--- config.mk ---
export PLATFORM = sky130hd
export DESIGN_NAME = decode_queue
export DESIGN_NICKNAME = d
export VERILOG_FILES = /design/src/rtl/decode_queue.sv
export SDC_FILE = /design/constraint.sdc
export NUM_CORES = 1
export LEC_CHECK = 0
export CAP_MARGIN = 20
export CORE_UTILIZATION = 40
export DETAILED_ROUTE_END_ITERATION = 10
export MAX_ROUTING_LAYER = met4
export PLACE_DENSITY_LB_ADDON = 0.08
export SLEW_MARGIN = 5
export SYNTH_ARGS = -nofsm -noshare
export SYNTH_HDL_FRONTEND = slang
export SYNTH_SLANG_ARGS = --single-unit
--- constraint.sdc ---
create_clock -name i_clk -period 7.5 [get_ports i_clk]
set_input_delay 0.75 -clock i_clk [delete_from_list [all_inputs] [get_ports i_clk]]
set_output_delay 0.75 -clock i_clk [all_outputs]
set_load 0.01 [all_outputs]
--- src/rtl/decode_queue.sv ---
// Buffered RV32I/RV32E decode stage: instructions are decoded on enqueue and
// the decoded bundles are held in a DEPTH-entry FIFO in front of execute.
module decode_queue #(
    parameter int unsigned DEPTH = 2,
    parameter bit          RV32E = 1'b0,
    localparam int unsigned CNT_W = $clog2(DEPTH + 1)
) (
    input  logic             i_clk,
    input  logic             i_rst_n,
    input  logic             i_flush,
    input  logic             i_valid,
    output logic             o_ready,
    input  logic [31:0]      i_inst,
    input  logic [31:0]      i_pc,
    output logic             o_valid,
    input  logic             i_ready,
    output logic [31:0]      o_pc,
    output logic [4:0]       o_rs1,
    output logic [4:0]       o_rs2,
    output logic [4:0]       o_rd,
    output logic [31:0]      o_imm,
    output logic [3:0]       o_alu_op_sel,
    output logic             o_alu_sub,
    output logic             o_alu_arith,
    output logic             o_mem_we,
    output logic [2:0]       o_wb_sel,
    output logic             o_wb_we,
    output logic             o_illegal,
    output logic [CNT_W-1:0] o_count
);

    localparam int unsigned PTR_W = $clog2(DEPTH);

    localparam logic [6:0] OP_ARITH  = 7'b0110011;
    localparam logic [6:0] OP_ARIMM  = 7'b0010011;
    localparam logic [6:0] OP_LOAD   = 7'b0000011;
    localparam logic [6:0] OP_STORE  = 7'b0100011;
    localparam logic [6:0] OP_BRANCH = 7'b1100011;
    localparam logic [6:0] OP_JALR   = 7'b1100111;
    localparam logic [6:0] OP_JAL    = 7'b1101111;
    localparam logic [6:0] OP_LUI    = 7'b0110111;
    localparam logic [6:0] OP_AUIPC  = 7'b0010111;
    localparam logic [6:0] OP_ENV    = 7'b1110011;

    localparam logic [2:0] WB_ALU = 3'b001;
    localparam logic [2:0] WB_MEM = 3'b010;
    localparam logic [2:0] WB_PC4 = 3'b100;

    localparam logic [6:0] F7_ZERO = 7'b0000000;
    localparam logic [6:0] F7_ALT  = 7'b0100000;

    typedef struct packed {
        logic [31:0] pc;
        logic [4:0]  rs1;
        logic [4:0]  rs2;
        logic [4:0]  rd;
        logic [31:0] imm;
        logic [3:0]  alu_op_sel;
        logic        alu_sub;
        logic        alu_arith;
        logic        mem_we;
        logic [2:0]  wb_sel;
        logic        wb_we;
        logic        illegal;
    } bundle_t;

    // instruction fields
    logic [6:0]  opcode;
    logic [2:0]  f3;
    logic [6:0]  f7;
    logic [4:0]  rs1_f;
    logic [4:0]  rs2_f;
    logic [4:0]  rd_f;
    logic [31:0] imm_i;
    logic [31:0] imm_s;
    logic [31:0] imm_b;
    logic [31:0] imm_u;
    logic [31:0] imm_j;

    assign opcode = i_inst[6:0];
    assign f3     = i_inst[14:12];
    assign f7     = i_inst[31:25];
    assign rs1_f  = i_inst[19:15];
    assign rs2_f  = i_inst[24:20];
    assign rd_f   = i_inst[11:7];
    assign imm_i  = {{20{i_inst[31]}}, i_inst[31:20]};
    assign imm_s  = {{20{i_inst[31]}}, i_inst[31:25], i_inst[11:7]};
    assign imm_b  = {{19{i_inst[31]}}, i_inst[31], i_inst[7], i_inst[30:25],
                     i_inst[11:8], 1'b0};
    assign imm_u  = {i_inst[31:12], 12'h000};
    assign imm_j  = {{11{i_inst[31]}}, i_inst[31], i_inst[19:12], i_inst[20],
                     i_inst[30:21], 1'b0};

    // decode intermediates
    logic        legal_op;
    logic        legal;
    logic        reg_bad;
    logic        use_rs1;
    logic        use_rs2;
    logic        use_rd;
    logic        is_store;
    logic [31:0] imm;
    logic [3:0]  f3_op_sel;
    logic [3:0]  op_sel;
    logic [2:0]  wb_sel_raw;
    bundle_t     dec;

    // ALU unit select implied by funct3 for register and immediate ALU ops
    always_comb begin
        f3_op_sel = 4'b0001;
        case (f3)
            3'b010, 3'b011:         f3_op_sel = 4'b0010;
            3'b100, 3'b110, 3'b111: f3_op_sel = 4'b0100;
            3'b001, 3'b101:         f3_op_sel = 4'b1000;
            default:                f3_op_sel = 4'b0001;
        endcase
    end

    // per-opcode legality, register usage, immediate format and writeback source
    always_comb begin
        legal_op   = 1'b0;
        use_rs1    = 1'b0;
        use_rs2    = 1'b0;
        use_rd     = 1'b0;
        is_store   = 1'b0;
        imm        = 32'h0;
        op_sel     = 4'b0001;
        wb_sel_raw = 3'b000;
        case (opcode)
            OP_ARITH: begin
                legal_op   = (f7 == F7_ZERO) ||
                             ((f7 == F7_ALT) && ((f3 == 3'b000) || (f3 == 3'b101)));
                use_rs1    = 1'b1;
                use_rs2    = 1'b1;
                use_rd     = 1'b1;
                op_sel     = f3_op_sel;
                wb_sel_raw = WB_ALU;
            end
            OP_ARIMM: begin
                if (f3 == 3'b001)      legal_op = (f7 == F7_ZERO);
                else if (f3 == 3'b101) legal_op = (f7 == F7_ZERO) || (f7 == F7_ALT);
                else                   legal_op = 1'b1;
                use_rs1    = 1'b1;
                use_rd     = 1'b1;
                imm        = imm_i;
                op_sel     = f3_op_sel;
                wb_sel_raw = WB_ALU;
            end
            OP_LOAD: begin
                legal_op   = (f3 != 3'b011) && (f3 != 3'b110) && (f3 != 3'b111);
                use_rs1    = 1'b1;
                use_rd     = 1'b1;
                imm        = imm_i;
                wb_sel_raw = WB_MEM;
            end
            OP_STORE: begin
                legal_op = (f3 <= 3'b010);
                use_rs1  = 1'b1;
                use_rs2  = 1'b1;
                is_store = 1'b1;
                imm      = imm_s;
            end
            OP_BRANCH: begin
                legal_op = (f3 != 3'b010) && (f3 != 3'b011);
                use_rs1  = 1'b1;
                use_rs2  = 1'b1;
                imm      = imm_b;
            end
            OP_JALR: begin
                legal_op   = (f3 == 3'b000);
                use_rs1    = 1'b1;
                use_rd     = 1'b1;
                imm        = imm_i;
                wb_sel_raw = WB_PC4;
            end
            OP_JAL: begin
                legal_op   = 1'b1;
                use_rd     = 1'b1;
                imm        = imm_j;
                wb_sel_raw = WB_PC4;
            end
            OP_LUI, OP_AUIPC: begin
                legal_op   = 1'b1;
                use_rd     = 1'b1;
                imm        = imm_u;
                wb_sel_raw = WB_ALU;
            end
            OP_ENV: begin
                legal_op = (i_inst == 32'h0000_0073) || (i_inst == 32'h0010_0073);
            end
            default: begin
                legal_op = 1'b0;
            end
        endcase
    end

    // RV32E rejects any referenced register above x15
    assign reg_bad = (use_rs1 && rs1_f[4]) || (use_rs2 && rs2_f[4]) || (use_rd && rd_f[4]);
    assign legal   = legal_op && !(RV32E && reg_bad);

    // assemble the bundle; illegal entries are forced to have no side effects
    always_comb begin
        dec            = '0;
        dec.pc         = i_pc;
        dec.rs1        = use_rs1 ? rs1_f : 5'd0;
        dec.rs2        = use_rs2 ? rs2_f : 5'd0;
        dec.rd         = use_rd ? rd_f : 5'd0;
        dec.imm        = imm;
        dec.alu_op_sel = op_sel;
        dec.alu_sub    = (opcode == OP_ARITH) && (f3 == 3'b000) && f7[5];
        dec.alu_arith  = ((opcode == OP_ARITH) || (opcode == OP_ARIMM)) &&
                         (f3 == 3'b101) && f7[5];
        dec.mem_we     = legal && is_store;
        dec.wb_sel     = legal ? wb_sel_raw : 3'b000;
        dec.wb_we      = legal && use_rd && (rd_f != 5'd0);
        dec.illegal    = !legal;
    end

    // queue storage and control
    bundle_t          mem [DEPTH];
    logic [PTR_W-1:0] wr_ptr;
    logic [PTR_W-1:0] rd_ptr;
    logic [CNT_W-1:0] count;
    logic             push;
    logic             pop;
    bundle_t          head;

    assign o_ready = (count != CNT_W'(DEPTH));
    assign o_valid = (count != CNT_W'(0));
    assign push    = i_valid && o_ready && !i_flush;
    assign pop     = o_valid && i_ready && !i_flush;
    assign o_count = count;

    // write decoded bundle at the write pointer
    always_ff @(posedge i_clk) begin
        if (push) begin
            mem[wr_ptr] <= dec;
        end
    end

    // pointer and occupancy update; flush wins over push and pop
    always_ff @(posedge i_clk or negedge i_rst_n) begin
        if (!i_rst_n) begin
            wr_ptr <= '0;
            rd_ptr <= '0;
            count  <= '0;
        end else if (i_flush) begin
            wr_ptr <= '0;
            rd_ptr <= '0;
            count  <= '0;
        end else begin
            if (push) wr_ptr <= wr_ptr + PTR_W'(1);
            if (pop)  rd_ptr <= rd_ptr + PTR_W'(1);
            case ({push, pop})
                2'b10:   count <= count + CNT_W'(1);
                2'b01:   count <= count - CNT_W'(1);
                default: count <= count;
            endcase
        end
    end

    // head bundle, zeroed whenever nothing is valid
    assign head         = o_valid ? mem[rd_ptr] : '0;
    assign o_pc         = head.pc;
    assign o_rs1        = head.rs1;
    assign o_rs2        = head.rs2;
    assign o_rd         = head.rd;
    assign o_imm        = head.imm;
    assign o_alu_op_sel = head.alu_op_sel;
    assign o_alu_sub    = head.alu_sub;
    assign o_alu_arith  = head.alu_arith;
    assign o_mem_we     = head.mem_we;
    assign o_wb_sel     = head.wb_sel;
    assign o_wb_we      = head.wb_we;
    assign o_illegal    = head.illegal;

endmodule

# == Word-level counts from Yosys, hierarchy flattened ==
# Memory sizes are Yosys's and may differ from the RTL's.
# Cells that the tools add are included.
# totals
reg_bits,4
ram_bits,182
output_inout_bits,95
mem_count,1
# mem_list
name,depth,width,rd,rd_clocked_by_memory_dff,write_ports,line_no,rtl
mem,2,91,1,0,1,220,bundle_t mem [DEPTH];
# op_classes
add_sub_neg,4
order_cmp,1
n_eq_ne,27
mux,24
n_reduce_logical,41
# ops
cell,count
32-bit case mux with 5 select lines,1
91-bit 2-to-1 mux,1
"32-bit by 21-bit equality test with 1-bit output, second input constant",1
"32-bit by 7-bit equality test with 1-bit output, second input constant",1
"7-bit by 6-bit equality test with 1-bit output, second input constant",4
"7-bit equality test, second input constant",4
1-bit logical AND,15
5-bit 2-to-1 mux,3
"7-bit by 5-bit equality test with 1-bit output, second input constant",2
"3-bit equality test, second input constant",4
1-bit 2-to-1 mux,12
4-bit case mux with 3 select lines,1
3-bit OR reduction,4
2-bit OR reduction,5
3-bit case mux with 3 select lines,1
1-bit case mux with 8 select lines,1
"7-bit by 2-bit equality test with 1-bit output, second input constant",1
7-bit zero test,1
7-bit OR reduction,1
"3-bit by 2-bit equality test with 1-bit output, second input constant",2
"3-bit by 2-bit inequality test with 1-bit output, second input constant",2
"3-bit inequality test, second input constant",2
2-bit nonzero test,3
6-bit OR reduction,1
18 further kinds,24

# == Logic depth before layout (Yosys ltp) ==
# depth
depth_word,7
depth_mapped,7
depth_no_buf,5

# == Worst setup path after synthesis ==
# No wires, ideal clock.
# synth_timing
path_kind,input port to flip-flop
start,input i_valid
end,memory mem[1][0] in the netlist's numbering (enable)
arrival_time_ns,7.475
setup_slack_ns,-0.645
cell_stages,2
cell_sequence,nand2_1 -> nor3b_1
# synth_between
elab_chain_cells,4
# synth_rtl
element,line_no,rtl
from (decl),11,"input logic i_valid,"
1-bit logical AND (2 in series),230,assign push = i_valid && o_ready && !i_flush;
1-bit 2-to-1 mux,236,if (push) begin
1-bit 2-to-1 mux (implied by the code),237,mem[wr_ptr] <= dec;
to (decl),220,
# No other way between the ends.

# == Worst setup path in the final report ==
# layout_timing
start,register rd_ptr
end,output o_rs1[3]
# layout_between
elab_chain_cells,2
# layout_rtl
element,line_no,rtl
from (decl),222,logic [PTR_W-1:0] rd_ptr;
from (signal assigned),253,if (pop) rd_ptr <= rd_ptr + PTR_W'(1);
memory 2 x 91 bit,--,
91-bit 2-to-1 mux,263,assign head = o_valid ? mem[rd_ptr] : '0;
to (decl),18,"output logic [4:0] o_rs1,"
# No other way between the ends.

==> results.sh <==
export IMPL_dr_pass1_iters=5
export IMPL_fin_area_um2=10400
export IMPL_areaGrowthSynthToFinish_pct=31.0
export IMPL_drc=0
export IMPL_clock_fmax_mhz=256
export IMPL_clk_pin_slew_ns=0.06
export IMPL_yosysUniqueCellTypes=50
export IMPL_post_drt_wl_per_cell_um=18.1
export IMPL_die_x_um=143
export IMPL_crit_path_start_kind="flip-flop"
export IMPL_grt_antenna_before_repair=0
export IMPL_place_area_um2=9820
export IMPL_synthFlopType="edfxtp_1"
export IMPL_post_cts_buffers=0
export IMPL_grt_pass1_wl_um=26900
export IMPL_finalHoldViolations=0
export IMPL_met1_usage_pct=24.1
export IMPL_synth_fa_ha_area_share_pct=0
export IMPL_crit_path_cell_trace="buf_4 -> mux2i_1 -> nor2_1 -> clkdlybuf4s50_1"
export IMPL_clock_path_buffers=2
export IMPL_synthMuxAreaShare_pct=11.6
export IMPL_htreeDepth=4
export IMPL_fin_util_pct=53.4
export IMPL_busiest_layer="met2"
export IMPL_maxCapViolCount=0
export IMPL_power_density_nw_per_um2=230
export IMPL_hp_class="primary input to asynchronous set/reset pin"
export IMPL_dieArea_um2=20400
export IMPL_synth_xor_area_share_pct=0.331
export IMPL_reg2regPathDepth=4
export IMPL_synthTopCellsByArea="edfxtp_1, mux2i_1, nor2_1, a21o_1, dfrtp_1"
export IMPL_io_pins=164
export IMPL_critical_path_required_ns=6.75
export IMPL_slew_headroom_pct=27.0
export IMPL_grt_setup_unrepaired="no"
export IMPL_drt_iter0_markers=314
export IMPL_cts_made_buffers=17
export IMPL_status="completed"
export IMPL_netlist_area_leader_share_pct=68.9
export IMPL_slowest_stage="dfrtp_4"
export IMPL_grt_usage_pct=18.6
export IMPL_ys_seq_elements=186
export IMPL_synth_edff_count=182
export IMPL_viasPerCell=5.07
export IMPL_dieHeight_um=143
export IMPL_synth_simple_area_share_pct=11.6
export IMPL_cts_root_buffer="clkbuf_16"
export IMPL_synth_seq_area_share_pct=70.1
export IMPL_p_leak_nw=3.63
export IMPL_io_buffers=163
export IMPL_yosysTopAreaCell="edfxtp_1"
export IMPL_grt_max_degree=75
export IMPL_gr_total_overflow=0
export IMPL_grt_use_met2_pct=29.1
export IMPL_cpPeakStageDelay_ns=1.15
export IMPL_rows=51
export IMPL_tightestPinTransition_ns=1.09
export IMPL_synthCells=540
export IMPL_grt_pass1_vias=4928
export IMPL_synth_top_family_by_area="multiplexers"
export IMPL_avgSynthCellArea_um2=14.7
export IMPL_crit_type="flip-flop to output pin"
export IMPL_final_common_cell="edfxtp_1"
export IMPL_dp_cells=945
export IMPL_gp_congestion=0.881
export IMPL_syn_nets=609
export IMPL_cts_resized=0
export IMPL_vias=4957
export IMPL_hold_buffers=0
export IMPL_coreArea_um2=19500
export IMPL_layout_cells_non_filler=977
export IMPL_synth_compound_area_share_pct=4.30
export IMPL_gr_usage_met3_pct=4.02
export IMPL_totalWireLength_um=17600
export IMPL_clkLatencyLatePin_ns=0.42
export IMPL_cts_num_sinks=186
export IMPL_finalSetupTns_ns=0
export IMPL_fin_nets=768
export IMPL_postRouteAntennaNets=0
export IMPL_setup_slack_ns=3.59
export IMPL_synthArstFlopShare_pct=2.15
export IMPL_n_antenna_cell=0
export IMPL_end_kind="output pin"
export IMPL_finalSetupViolations=0
export IMPL_cts_tree="done"
export IMPL_cp_arrival_ns=3.16
export IMPL_syn_cell_area_um2=7940
export IMPL_vdd_drop_max_uv=149
export IMPL_period_share_pct=52.2
export IMPL_clock_skew_ns=0.00535
export IMPL_dp_hpwl_um=11900
export IMPL_drive_above_1_share_pct=8.15
export IMPL_ys_warnings_count=0
export IMPL_final_cell_mix="edfxtp_1, clkdlybuf4s50_1, nor2_1, mux2i_1, a21o_1"
export IMPL_path_max_fanout=62
export IMPL_slew_violations=0
export IMPL_detailedPlace_worstSlack_ns=3.69
export IMPL_initial_core_util_pct=40.8
export IMPL_fin_crit_ns=3.91
-- worst paths after layout --
check | from | to | slack (ns)
worst min-delay path | i_rst_n | wr_ptr | 0.53
min in group i_clk | wr_ptr | wr_ptr | 0.65
worst max-delay path | rd_ptr | o_rs1[3] | 3.59
max in group asynchronous | i_rst_n | rd_ptr | 6.77
worst max register to register | o_count[0] | mem[1][69] | 4.41
worst min register to register | wr_ptr | wr_ptr | 0.65
-- kinds of logic after synthesis --
family | count (synthesis)
and+or+nand+nor | 182
xor gates and xnor gates | 3
AOI/OAI and AO/OA | 45
muxes | 92
DFF | 186
buffers and inverters | 32
-- sequential cells by signal, summed over array words and instances (netlist names) --
signal and count:
mem 182, rd_ptr 1, wr_ptr 1, o_count 2
-- cell usage after synthesis (2+ instances only) --
cell type	number
a31oi_1	2
buf_2	4
a21oi_1	7
dfrtp_1	4
a22o_1	4
o21ai_0	3
nor2_1	107
a21o_1	19
xor2_1	3
nand2_1	11
and3_2	5
edfxtp_1	182
clkbuf_1	18
nor4_1	4
and2_1	11
nand2b_1	5
buf_6	5
nor3_1	6
mux2i_1	92
inv_1	4
nand3_1	4
nor3b_1	2
a211oi_1	3
nor2b_1	9
-- layout make-up --
class / count / area, um^2
Clock inverter: 13 / 144
Tap cell: 265 / 332
Sequential cell: 186 / 5570
Multi-Input combinational cell: 322 / 2240
Fill cell: 1671 / 9060
Clock buffer: 19 / 433
Inverter: 4 / 15.0
Timing Repair Buffer: 168 / 1670
-- worst max-delay path: cells and delay by family (launching register included) --
| family | cells | cell delay (ns) |
|---|---|---|
| buffers and inverters | 2 | 1.19 |
| DFF | 1 | 1.15 |
| muxes | 1 | 0.14 |
| and+or+nand+nor | 1 | 0.20 |
-- report_power, final --
group / internal [mW] / leakage (nW) / switching (mW)
combinational: 0.160 / 1.55 / 0.153
clock: 0.494 / 0.277 / 0.377
sequential: 1.18 / 1.80 / 0.0254
total: 1.83 / 3.63 / 0.555
-- routing by layer --
layer  wire length (um)  vias up
li1                   -     2328
met1               7740     2429
met2               8560      183
met3               1120       17
met4                222        0
met5                  0        -
-- stage by stage --
step | total power, mW | hold slack [ns]
final | 2.39 | 0.534
after global placement | 1.54 | 0.608
after floorplan | 1.37 | 0.454
after global routing | 2.48 | 0.533
after detailed placement | 1.54 | 0.631
after CTS | 2.41 | 0.517
Note: power is estimated with default switching activity, not from simulation.
